[src/rtl/hsv_sched_pkg.sv]
// rtl/hsv_sched_pkg.sv - shared types, field codes and reset bounds for hsv_profile_sched
package hsv_sched_pkg;

  localparam int NUM_PROF = 4;
  localparam int PROF_W   = 2;

  localparam logic [2:0] FLD_HLO = 3'd0;
  localparam logic [2:0] FLD_HHI = 3'd1;
  localparam logic [2:0] FLD_SLO = 3'd2;
  localparam logic [2:0] FLD_SHI = 3'd3;
  localparam logic [2:0] FLD_VLO = 3'd4;
  localparam logic [2:0] FLD_VHI = 3'd5;
  localparam logic [2:0] FLD_EN  = 3'd6;

  typedef struct packed {
    logic [7:0] hlo;
    logic [7:0] hhi;
    logic [7:0] slo;
    logic [7:0] shi;
    logic [7:0] vlo;
    logic [7:0] vhi;
  } bounds_t;

  typedef enum logic {ST_IDLE, ST_PENDING} commit_st_t;

  localparam bounds_t P0_DEF = '{hlo: 8'd246, hhi: 8'd6,   slo: 8'd80, shi: 8'd230, vlo: 8'd220, vhi: 8'd255};
  localparam bounds_t P1_DEF = '{hlo: 8'd140, hhi: 8'd170, slo: 8'd80, shi: 8'd255, vlo: 8'd100, vhi: 8'd255};
  localparam bounds_t P2_DEF = '{hlo: 8'd15,  hhi: 8'd35,  slo: 8'd70, shi: 8'd230, vlo: 8'd220, vhi: 8'd255};
  localparam bounds_t P3_DEF = '{hlo: 8'd0,   hhi: 8'd255, slo: 8'd0,  shi: 8'd255, vlo: 8'd0,   vhi: 8'd255};

  localparam bounds_t [NUM_PROF-1:0] BANK_DEF = {P3_DEF, P2_DEF, P1_DEF, P0_DEF};
  localparam logic [NUM_PROF-1:0]    EN_DEF   = 4'b0111;

  // {found, id}: nearest enabled profile after cur, wrapping back to cur itself last.
  function automatic logic [PROF_W:0] next_enabled(input logic [PROF_W-1:0] cur,
                                                   input logic [NUM_PROF-1:0] en);
    logic [PROF_W-1:0] id;
    next_enabled = {1'b0, cur};
    for (int k = NUM_PROF; k >= 1; k--) begin
      id = cur + PROF_W'(k);
      if (en[id]) next_enabled = {1'b1, id};
    end
  endfunction

endpackage

[src/rtl/hsv_profile_sched_if.sv]
// rtl/hsv_profile_sched_if.sv - frame control, config port and pixel stream of hsv_profile_sched
interface hsv_profile_sched_if;
  logic       frame_start;
  logic       sched_fixed;
  logic [1:0] fixed_sel;
  logic       cfg_valid;
  logic       cfg_ready;
  logic [1:0] cfg_profile;
  logic [2:0] cfg_field;
  logic [7:0] cfg_data;
  logic       cfg_commit;
  logic       commit_done;
  logic       pix_valid;
  logic [7:0] H;
  logic [7:0] S;
  logic [7:0] V;
  logic [7:0] color;
  logic       out_valid;
  logic [1:0] out_profile;
  logic [1:0] cur_profile;
  logic       none_enabled;

  modport master (
    output frame_start, sched_fixed, fixed_sel, cfg_valid, cfg_profile, cfg_field,
           cfg_data, cfg_commit, pix_valid, H, S, V,
    input  cfg_ready, commit_done, color, out_valid, out_profile, cur_profile, none_enabled
  );

  modport slave (
    input  frame_start, sched_fixed, fixed_sel, cfg_valid, cfg_profile, cfg_field,
           cfg_data, cfg_commit, pix_valid, H, S, V,
    output cfg_ready, commit_done, color, out_valid, out_profile, cur_profile, none_enabled
  );
endinterface

[src/rtl/hsv_range_cmp.sv]
// rtl/hsv_range_cmp.sv - combinational per-channel HSV bounds check, hue range may wrap
module hsv_range_cmp
  import hsv_sched_pkg::*;
(
  input  bounds_t    i_b,
  input  logic [7:0] i_h,
  input  logic [7:0] i_s,
  input  logic [7:0] i_v,
  output logic       o_h_ok,
  output logic       o_s_ok,
  output logic       o_v_ok
);

  logic w_h_wrap;

  // Hue is circular: lo>hi selects the band crossing 255->0; S/V have no such meaning.
  assign w_h_wrap = i_b.hlo > i_b.hhi;
  assign o_h_ok   = w_h_wrap ? ((i_h >= i_b.hlo) || (i_h <= i_b.hhi))
                             : ((i_h >= i_b.hlo) && (i_h <= i_b.hhi));
  assign o_s_ok   = (i_s >= i_b.slo) && (i_s <= i_b.shi);
  assign o_v_ok   = (i_v >= i_b.vlo) && (i_v <= i_b.vhi);

endmodule

[src/rtl/hsv_profile_sched.sv]
// rtl/hsv_profile_sched.sv - frame-switched HSV threshold profiles with shadow/active bank and 2-stage mask pipe
module hsv_profile_sched
  import hsv_sched_pkg::*;
(
  input logic               clock,
  input logic               reset,
  hsv_profile_sched_if.slave bus
);

  bounds_t [NUM_PROF-1:0] r_sh;
  bounds_t [NUM_PROF-1:0] r_act;
  logic    [NUM_PROF-1:0] r_sh_en;
  logic    [NUM_PROF-1:0] r_act_en;
  commit_st_t             r_st;
  logic                   r_cfg_ready;
  logic                   r_commit_done;
  logic    [PROF_W-1:0]   r_cur;

  logic    [2:0]          r_s1_flags;
  logic                   r_s1_valid;
  logic    [PROF_W-1:0]   r_s1_prof;
  logic    [7:0]          r_color;
  logic                   r_out_valid;
  logic    [PROF_W-1:0]   r_out_prof;

  logic                   w_wr;
  logic                   w_apply;
  logic    [NUM_PROF-1:0] w_en_next;
  logic    [PROF_W:0]     w_nxt;
  logic                   w_none;
  logic                   w_gate;
  logic                   w_h_ok;
  logic                   w_s_ok;
  logic                   w_v_ok;

  assign w_wr      = bus.cfg_valid & r_cfg_ready;
  assign w_apply   = (r_st == ST_PENDING) & bus.frame_start;
  assign w_en_next = w_apply ? r_sh_en : r_act_en;
  assign w_nxt     = next_enabled(r_cur, w_en_next);
  assign w_none    = ~|r_act_en;
  assign w_gate    = ~(w_none & ~bus.sched_fixed);

  always_ff @(posedge clock or posedge reset) begin
    if (reset) begin
      r_st          <= ST_IDLE;
      r_cfg_ready   <= 1'b1;
      r_commit_done <= 1'b0;
      r_sh          <= BANK_DEF;
      r_sh_en       <= EN_DEF;
      r_act         <= BANK_DEF;
      r_act_en      <= EN_DEF;
    end else begin
      r_commit_done <= 1'b0;
      case (r_st)
        ST_IDLE: begin
          if (w_wr) begin
            case (bus.cfg_field)
              FLD_HLO: r_sh[bus.cfg_profile].hlo <= bus.cfg_data;
              FLD_HHI: r_sh[bus.cfg_profile].hhi <= bus.cfg_data;
              FLD_SLO: r_sh[bus.cfg_profile].slo <= bus.cfg_data;
              FLD_SHI: r_sh[bus.cfg_profile].shi <= bus.cfg_data;
              FLD_VLO: r_sh[bus.cfg_profile].vlo <= bus.cfg_data;
              FLD_VHI: r_sh[bus.cfg_profile].vhi <= bus.cfg_data;
              FLD_EN:  r_sh_en[bus.cfg_profile]  <= bus.cfg_data[0];
              default: ;
            endcase
          end
          if (bus.cfg_commit) begin
            r_st        <= ST_PENDING;
            r_cfg_ready <= 1'b0;
          end
        end
        ST_PENDING: begin
          // Whole bank swaps at once so no frame ever sees a half-updated profile.
          if (bus.frame_start) begin
            r_act         <= r_sh;
            r_act_en      <= r_sh_en;
            r_commit_done <= 1'b1;
            r_cfg_ready   <= 1'b1;
            r_st          <= ST_IDLE;
          end
        end
        default: r_st <= ST_IDLE;
      endcase
    end
  end

  always_ff @(posedge clock or posedge reset) begin
    if (reset) begin
      r_cur <= '0;
    end else if (bus.frame_start) begin
      if (bus.sched_fixed)  r_cur <= bus.fixed_sel;
      else if (w_nxt[PROF_W]) r_cur <= w_nxt[PROF_W-1:0];
    end
  end

  hsv_range_cmp u_cmp (
    .i_b    (r_act[r_cur]),
    .i_h    (bus.H),
    .i_s    (bus.S),
    .i_v    (bus.V),
    .o_h_ok (w_h_ok),
    .o_s_ok (w_s_ok),
    .o_v_ok (w_v_ok)
  );

  always_ff @(posedge clock or posedge reset) begin
    if (reset) begin
      r_s1_flags  <= '0;
      r_s1_valid  <= 1'b0;
      r_s1_prof   <= '0;
      r_color     <= '0;
      r_out_valid <= 1'b0;
      r_out_prof  <= '0;
    end else begin
      r_s1_flags  <= {w_h_ok, w_s_ok, w_v_ok} & {3{w_gate}};
      r_s1_valid  <= bus.pix_valid;
      r_s1_prof   <= r_cur;
      r_out_valid <= r_s1_valid;
      if (r_s1_valid) begin
        r_color    <= (&r_s1_flags) ? 8'd255 : 8'd0;
        r_out_prof <= r_s1_prof;
      end
    end
  end

  assign bus.cfg_ready    = r_cfg_ready;
  assign bus.commit_done  = r_commit_done;
  assign bus.color        = r_color;
  assign bus.out_valid    = r_out_valid;
  assign bus.out_profile  = r_out_prof;
  assign bus.cur_profile  = r_cur;
  assign bus.none_enabled = w_none;

endmodule
[src/flat_wrapper.sv]
// flat-port wrapper written by rule: the top's interface ports become plain ports
module hsv_profile_sched_flat import hsv_sched_pkg::*;
  (clock, reset, bus_frame_start, bus_sched_fixed, bus_fixed_sel, bus_cfg_valid, bus_cfg_profile, bus_cfg_field, bus_cfg_data, bus_cfg_commit, bus_pix_valid, bus_H, bus_S, bus_V, bus_cfg_ready, bus_commit_done, bus_color, bus_out_valid, bus_out_profile, bus_cur_profile, bus_none_enabled);
  hsv_profile_sched_if bus_i ();
  input logic clock;
  input logic reset;
  input wire logic [$bits(bus_i.frame_start)-1:0] bus_frame_start;
  input wire logic [$bits(bus_i.sched_fixed)-1:0] bus_sched_fixed;
  input wire logic [$bits(bus_i.fixed_sel)-1:0] bus_fixed_sel;
  input wire logic [$bits(bus_i.cfg_valid)-1:0] bus_cfg_valid;
  input wire logic [$bits(bus_i.cfg_profile)-1:0] bus_cfg_profile;
  input wire logic [$bits(bus_i.cfg_field)-1:0] bus_cfg_field;
  input wire logic [$bits(bus_i.cfg_data)-1:0] bus_cfg_data;
  input wire logic [$bits(bus_i.cfg_commit)-1:0] bus_cfg_commit;
  input wire logic [$bits(bus_i.pix_valid)-1:0] bus_pix_valid;
  input wire logic [$bits(bus_i.H)-1:0] bus_H;
  input wire logic [$bits(bus_i.S)-1:0] bus_S;
  input wire logic [$bits(bus_i.V)-1:0] bus_V;
  output wire logic [$bits(bus_i.cfg_ready)-1:0] bus_cfg_ready;
  output wire logic [$bits(bus_i.commit_done)-1:0] bus_commit_done;
  output wire logic [$bits(bus_i.color)-1:0] bus_color;
  output wire logic [$bits(bus_i.out_valid)-1:0] bus_out_valid;
  output wire logic [$bits(bus_i.out_profile)-1:0] bus_out_profile;
  output wire logic [$bits(bus_i.cur_profile)-1:0] bus_cur_profile;
  output wire logic [$bits(bus_i.none_enabled)-1:0] bus_none_enabled;
  assign bus_i.frame_start = bus_frame_start;
  assign bus_i.sched_fixed = bus_sched_fixed;
  assign bus_i.fixed_sel = bus_fixed_sel;
  assign bus_i.cfg_valid = bus_cfg_valid;
  assign bus_i.cfg_profile = bus_cfg_profile;
  assign bus_i.cfg_field = bus_cfg_field;
  assign bus_i.cfg_data = bus_cfg_data;
  assign bus_i.cfg_commit = bus_cfg_commit;
  assign bus_i.pix_valid = bus_pix_valid;
  assign bus_i.H = bus_H;
  assign bus_i.S = bus_S;
  assign bus_i.V = bus_V;
  assign bus_cfg_ready = bus_i.cfg_ready;
  assign bus_commit_done = bus_i.commit_done;
  assign bus_color = bus_i.color;
  assign bus_out_valid = bus_i.out_valid;
  assign bus_out_profile = bus_i.out_profile;
  assign bus_cur_profile = bus_i.cur_profile;
  assign bus_none_enabled = bus_i.none_enabled;
  hsv_profile_sched u_core (.clock(clock), .reset(reset), .bus(bus_i));
endmodule
[config.mk]
export PLATFORM = sky130hd
export DESIGN_NAME = hsv_profile_sched_flat
export DESIGN_NICKNAME = d
export VERILOG_FILES = /design/src/rtl/hsv_sched_pkg.sv /design/src/rtl/hsv_profile_sched_if.sv /design/src/rtl/hsv_range_cmp.sv /design/src/rtl/hsv_profile_sched.sv /design/src/flat_wrapper.sv
export SDC_FILE = /design/constraint.sdc
export NUM_CORES = 1
export LEC_CHECK = 0
export BUFFER_PORTS_ARGS = -buffer_cell sky130_fd_sc_hd__buf_2
export CORE_MARGIN = 5
export CORE_UTILIZATION = 46
export DETAILED_ROUTE_END_ITERATION = 7
export PLACE_DENSITY = 0.64
export SYNTH_ARGS = -nofsm -noshare
export SYNTH_HDL_FRONTEND = slang
export SYNTH_SLANG_ARGS = --single-unit
[constraint.sdc]
create_clock -name clock -period 26.2 [get_ports clock]
set_clock_uncertainty 0.15 [all_clocks]
set_input_delay 3.93 -clock clock [delete_from_list [all_inputs] [get_ports clock]]
set_output_delay 3.93 -clock clock [all_outputs]
set_load 0.01 [all_outputs]
* Yosys cells after proc, flatten, opt, wreduce, memory -nomap -nowiden
Cells that the tools add are included.
Storage, ports and cells: word-level logic and storage cells 157, output and inout bits 16, flip-flop bits (word level) 414, input port bits 46
Cells by class: magnitude comparators 13, multiplexer cells 49, equality and inequality tests 8, bitwise gates (word level) 7, reductions and logical operators 17, add/subtract/negate cells 3
Operator list (number):
- $bwmux 192 | 6
- $pmux 192 s6 | 1
- $demux 48 s2 | 6
- $bmux 48 s2 | 1
- $mux 48 | 2
- $mux 40 | 1
- $mux 32 | 1
- $ge 8x8->1 | 3
- $le 8x8->1 | 3
- $mux 24 | 1
- $mux 16 | 1
- $mux 8 | 2
- $lt 2x3->1 const B | 5
- $mux 1 | 12
- $mux 3 | 4
- $reduce_and 3->1 | 4
- $eq 3x3->1 const B | 3
- $bmux 1 s2 | 4
- $gt 8x8->1 | 1
- $eq 3x2->1 const B | 2
- $reduce_bool 6->1 | 1
- $add 2x2->2 const B | 2
- $bwmux 4 | 1
- $logic_and 1x1->1 | 4
- other kinds (18) | 26

* Depth between registers and ports, before layout
word-level depth 10, gate-level depth with buffers 12, mapped depth without buffers 9

* Modules after synthesis
From an unflattened synthesis, not the netlist that was laid out.
Unflattened totals: cell total of the unflattened synthesis 1200, area total of the unflattened synthesis 18367.6 um2
By module, submodules not included:
- hsv_profile_sched | area each 17030.1 um2, sequential area each 10463.8 um2, cells each 1024, instances 1
- hsv_range_cmp | area each 1337.5 um2, sequential area each 0.0 um2, cells each 176, instances 1

* Least setup slack after synthesis
Ideal clock, no wire load.
path type in2reg, from input port bus_cfg_valid, to register u_core.r_sh[168] (netlist bit), path buffers 1, required time 25.925 ns, arrival 5.304 ns, setup time 0.125 ns, cell stages on the path 6, slack 20.621 ns, cells stage by stage nand2_1 or3_4 nor3b_4 and3_4 buf_12 mux2_4
Between the ends: word-level cells in the longest chain between the ends 2
Ends and longest elaborated chain:
- start: declaration | RTL line flat_wrapper.sv:10 | input wire logic [$bits(bus_i.cfg_valid)-1:0] bus_cfg_valid;
- $and 1x1->1 | RTL line hsv_profile_sched.sv:36 | assign w_wr = bus.cfg_valid & r_cfg_ready;
- $reduce_and 3->1 (no line)
- end: declaration | RTL line hsv_profile_sched.sv:10 | bounds_t [NUM_PROF-1:0] r_sh;
No other way between the ends. A chain may end at the register's enable or synchronous reset.

* Final worst setup path
from input port bus_frame_start, to register u_core.r_act[127] (netlist bit)
Between the ends: word-level cells in the longest chain between the ends 1
Ends and longest elaborated chain:
- start: declaration | RTL line flat_wrapper.sv:7 | input wire logic [$bits(bus_i.frame_start)-1:0] bus_frame_start;
- $reduce_and 2->1 (no line)
- end signal: assignment | RTL line hsv_profile_sched.sv:76 | r_act <= r_sh;
- end: declaration | RTL line hsv_profile_sched.sv:11 | bounds_t [NUM_PROF-1:0] r_act;
No other way between the ends.

==> impl_metrics.csv <==
group,metric,value,unit
grt,grt_pass1_wl,65600,um
timing,rsz0062_at_grt,"false",
pwr,p_int,1.20,mW
hold_path,hold_class,"reg2reg",
pwr,ir_drop,0.0637,mV
synth,synthesis.nets,1703,
setup_path,critical_path_arrival,6.99,ns
grt,grt_usage,18.4,%
cells_and_area,antennaDiodeCount,0,
grt,antenna_found_initial,1,
pwr,p_sw_share,26.3,%
synth,synth_seq_cells,407,
clock_tree,clk_latency,0.53,ns
timing,layout_min_cycle_time,6.68,ns
cells_and_area,post-route-util,51.6,%
synth,yosysTopAreaCell,"dfstp_2",
timing,finalSetupTns,0,ns
clock_tree,cts.clk_slew.worst_paths,0.06,ns
timing,slew_headroom,24.8,%
cells_and_area,final_cell_mix,"nand2_1 (591), dfstp_2 (223), mux2_2 (190), dfrtp_1 (182), buf_2 (61)",
clock_tree,cts_buffers,42,
floorplan,die_w,210,um
timing,hold_viol,0,
run,drv_cap,0,
pwr,p_switching,0.427,mW
pwr,power_frac_seq,47.8,%
synth,syn_area_per_cell,11.5,um^2
run_status,status,"finished clean",
grt,grt_overflow,0,
floorplan,start_util,46.4,%
floorplan,core_area,39700,um^2
pwr,combPwrFrac,15.4,%
pwr,design_power_total,1.63,mW
synth,synth_edf_count,0,
route,postRouteAntennaNets,0,
placed_design,placed_cells,2108,
synth,ys_warn_count,0,
timing,timing.fmax,150,MHz
synth,synth_ff_type,"dfstp_2",
route,wirelength,40000,um
clock_tree,postCtsSetupRepairBufs,0,
clock_tree,clock-sinks,407,
route,post_drt_wl_per_cell,18.3,um
setup_path,crit_required,26.51,ns
clock_tree,cts_resized,0,
route,route.vias.total,11517,
route,via_per_inst,5.27,
setup_path,crit_type,"in2reg",
clock_tree,root_buffer,"clkbuf_16",
hold_path,worstHoldPathCells,2,
pwr,p_leak,9.68,nW
placed_design,gp_congestion,0.811,
cells_and_area,finalNonFillerCells,2186,
floorplan,die_h,210,um
timing,drv_slew,0,
floorplan,io_pins,62,
route,drt-initial-drc-count,739,
cells_and_area,final_net_count,1729,
placed_design,dp_hpwl,24100,um
cells_and_area,area_delta_synth_final,11.2,%
synth,syn_area,18400,um^2
synth,yosysTopAreaCellShare,31.8,%
floorplan,die_area,44200,um^2
grt,grt_pass1_vias,12000,
cells_and_area,drive_gt1_share,38.5,%
synth,netlist_instances,1601,
synth,synth_cell_type_count,55,
synth,synthArstFlopShare,100,%
clock_tree,clockBufferDepth,3,
clock_tree,cts_hold_buffers,0,
grt,grt_max_degree,154,
timing,tightest_slew,1.13,ns
pwr,clkPwrFrac,36.8,%
placed_design,port_buffers,61,
synth,seq_area_frac_synth,56.8,%
cells_and_area,final_common_cell,"nand2_1",
pwr,p_per_area,79.3,nW/um^2
floorplan,rows,73,
clock_tree,cts_tree,"yes",
setup_path,startpoint_type,"input pin",
setup_path,endpoint_kind,"flop",
timing,fin_hold_ws,0.291,ns
clock_tree,h-tree-depth,2,
route,drc,0,
timing,post-route-period-util,25.5,%
setup_path,cp_max_fo,108,
route,firstDrtPassIters,6,
timing,setup_viol,0,
synth,synth_area_leaders,"dfstp_2 (32%), dfrtp_1 (25%), nand2_1 (12%)",
setup_path,rr_worst_depth,9,
synth_stat cells (2+ instances only):
master    number
ha_1          56
nand3_1        5
a21o_1         9
nor2_2         6
buf_1          9
a21oi_1       17
nand3_2        2
nor3b_4        2
o21ai_0       12
nand2b_1       7
buf_4         10
o21a_1         3
dfrtp_1      184
nor2_1        19
mux2_2       190
nor2b_1        7
nor3b_2        2
inv_1         55
o221ai_1       3
a211oi_1       3
a21boi_0       2
and3_1         3
nand4_1        8
nor3_4         3
nand2_2        7
o21ai_1        2
a31oi_1        3
mux2i_1        3
dfstp_2      223
nor3_1         6
buf_2          9
nor3b_1        2
nand2_1      592
clkbuf_1      57
mux2_4         9
nand3b_2       2
inv_2          2
mux4_2        50
final timing paths:
kind / end / slack [ns] / startpoint
max reg2reg: u_core.r_s1_flags[1] / 21.92 / u_core.bus.cur_profile[0]
max: u_core.r_act[127] / 19.52 / bus_frame_start
min: u_core.r_act[12] / 0.29 / u_core.r_sh[12]
max in group asynchronous: u_core.r_st / 21.04 / reset
min in group asynchronous: u_core.r_sh[112] / 3.42 / reset
min reg2reg: u_core.r_act[12] / 0.29 / u_core.r_sh[12]
flip-flops by register name, indices dropped and copies added, names as in the netlist:
signal                  flops
u_core.bus.cfg_ready        1
u_core.bus.color            1
u_core.bus.commit_done      1
u_core.bus.cur_profile      2
u_core.bus.out_profile      2
u_core.bus.out_valid        1
u_core.r_act              192
u_core.r_act_en             4
u_core.r_s1_flags           3
u_core.r_s1_prof            2
u_core.r_s1_valid           1
u_core.r_sh               192
u_core.r_sh_en              4
u_core.r_st                 1
critical path, stage by stage:
cell and delay (ns):
buf_2 0.23, nand2_4 0.60, inv_6 0.95, buf_4 0.91, nand2_1 0.15, nand2_1 0.09
cell families (layout without fill, tap and decap cells):
group                      Yosys count  in the layout  synth area share, %
buffers and inverters              143            203                 3.26
AOI/OAI and AO/OA                   62             62                 2.21
adders and majority gates           57             57                 3.86
and+or+nand+nor                    680            680                 15.3
muxes                              252            252                 18.6
DFF                                407            407                 56.8
per-layer routing:
| layer | vias to the layer above | wire length, um | global-route usage (%) |
|---|---|---|---|
| li1 | 5353 | - | - |
| met1 | 5910 | 18200 | 25.8 |
| met2 | 193 | 19300 | 30.0 |
| met3 | 59 | 1580 | 2.86 |
| met4 | 2 | 927 | 5.11 |
| met5 | - | 7 | 0 |
stage by stage:
stage / cell area (um^2) / setup WS, ns
2_1_floorplan: 18400 / 11.17
3_3_place_gp: 19100 / 18.99
3_5_place_dp: 19100 / 18.96
4_1_cts: 20500 / 19.52
5_1_grt: 20500 / 19.26
6_report: 20500 / 19.52
power groups by stage:
stage	sequential, mW	clock [mW]	combinational [mW]
2_1_floorplan	0.759	0	0.201
4_1_cts	0.778	0.612	0.256
6_report	0.777	0.597	0.251
3_3_place_gp	0.784	0	0.247
3_5_place_dp	0.787	0	0.255
5_1_grt	0.788	0.637	0.281
area by class of cell:
class	count	area [um^2]
clock buffer	70	1340
clock inverter	8	65.1
fill	3474	19200
inverter	57	226
multi-input combinational	1051	7380
sequential	407	10500
tap	525	657
timing repair buffer	68	370
Power figures use the tool's default switching activity.
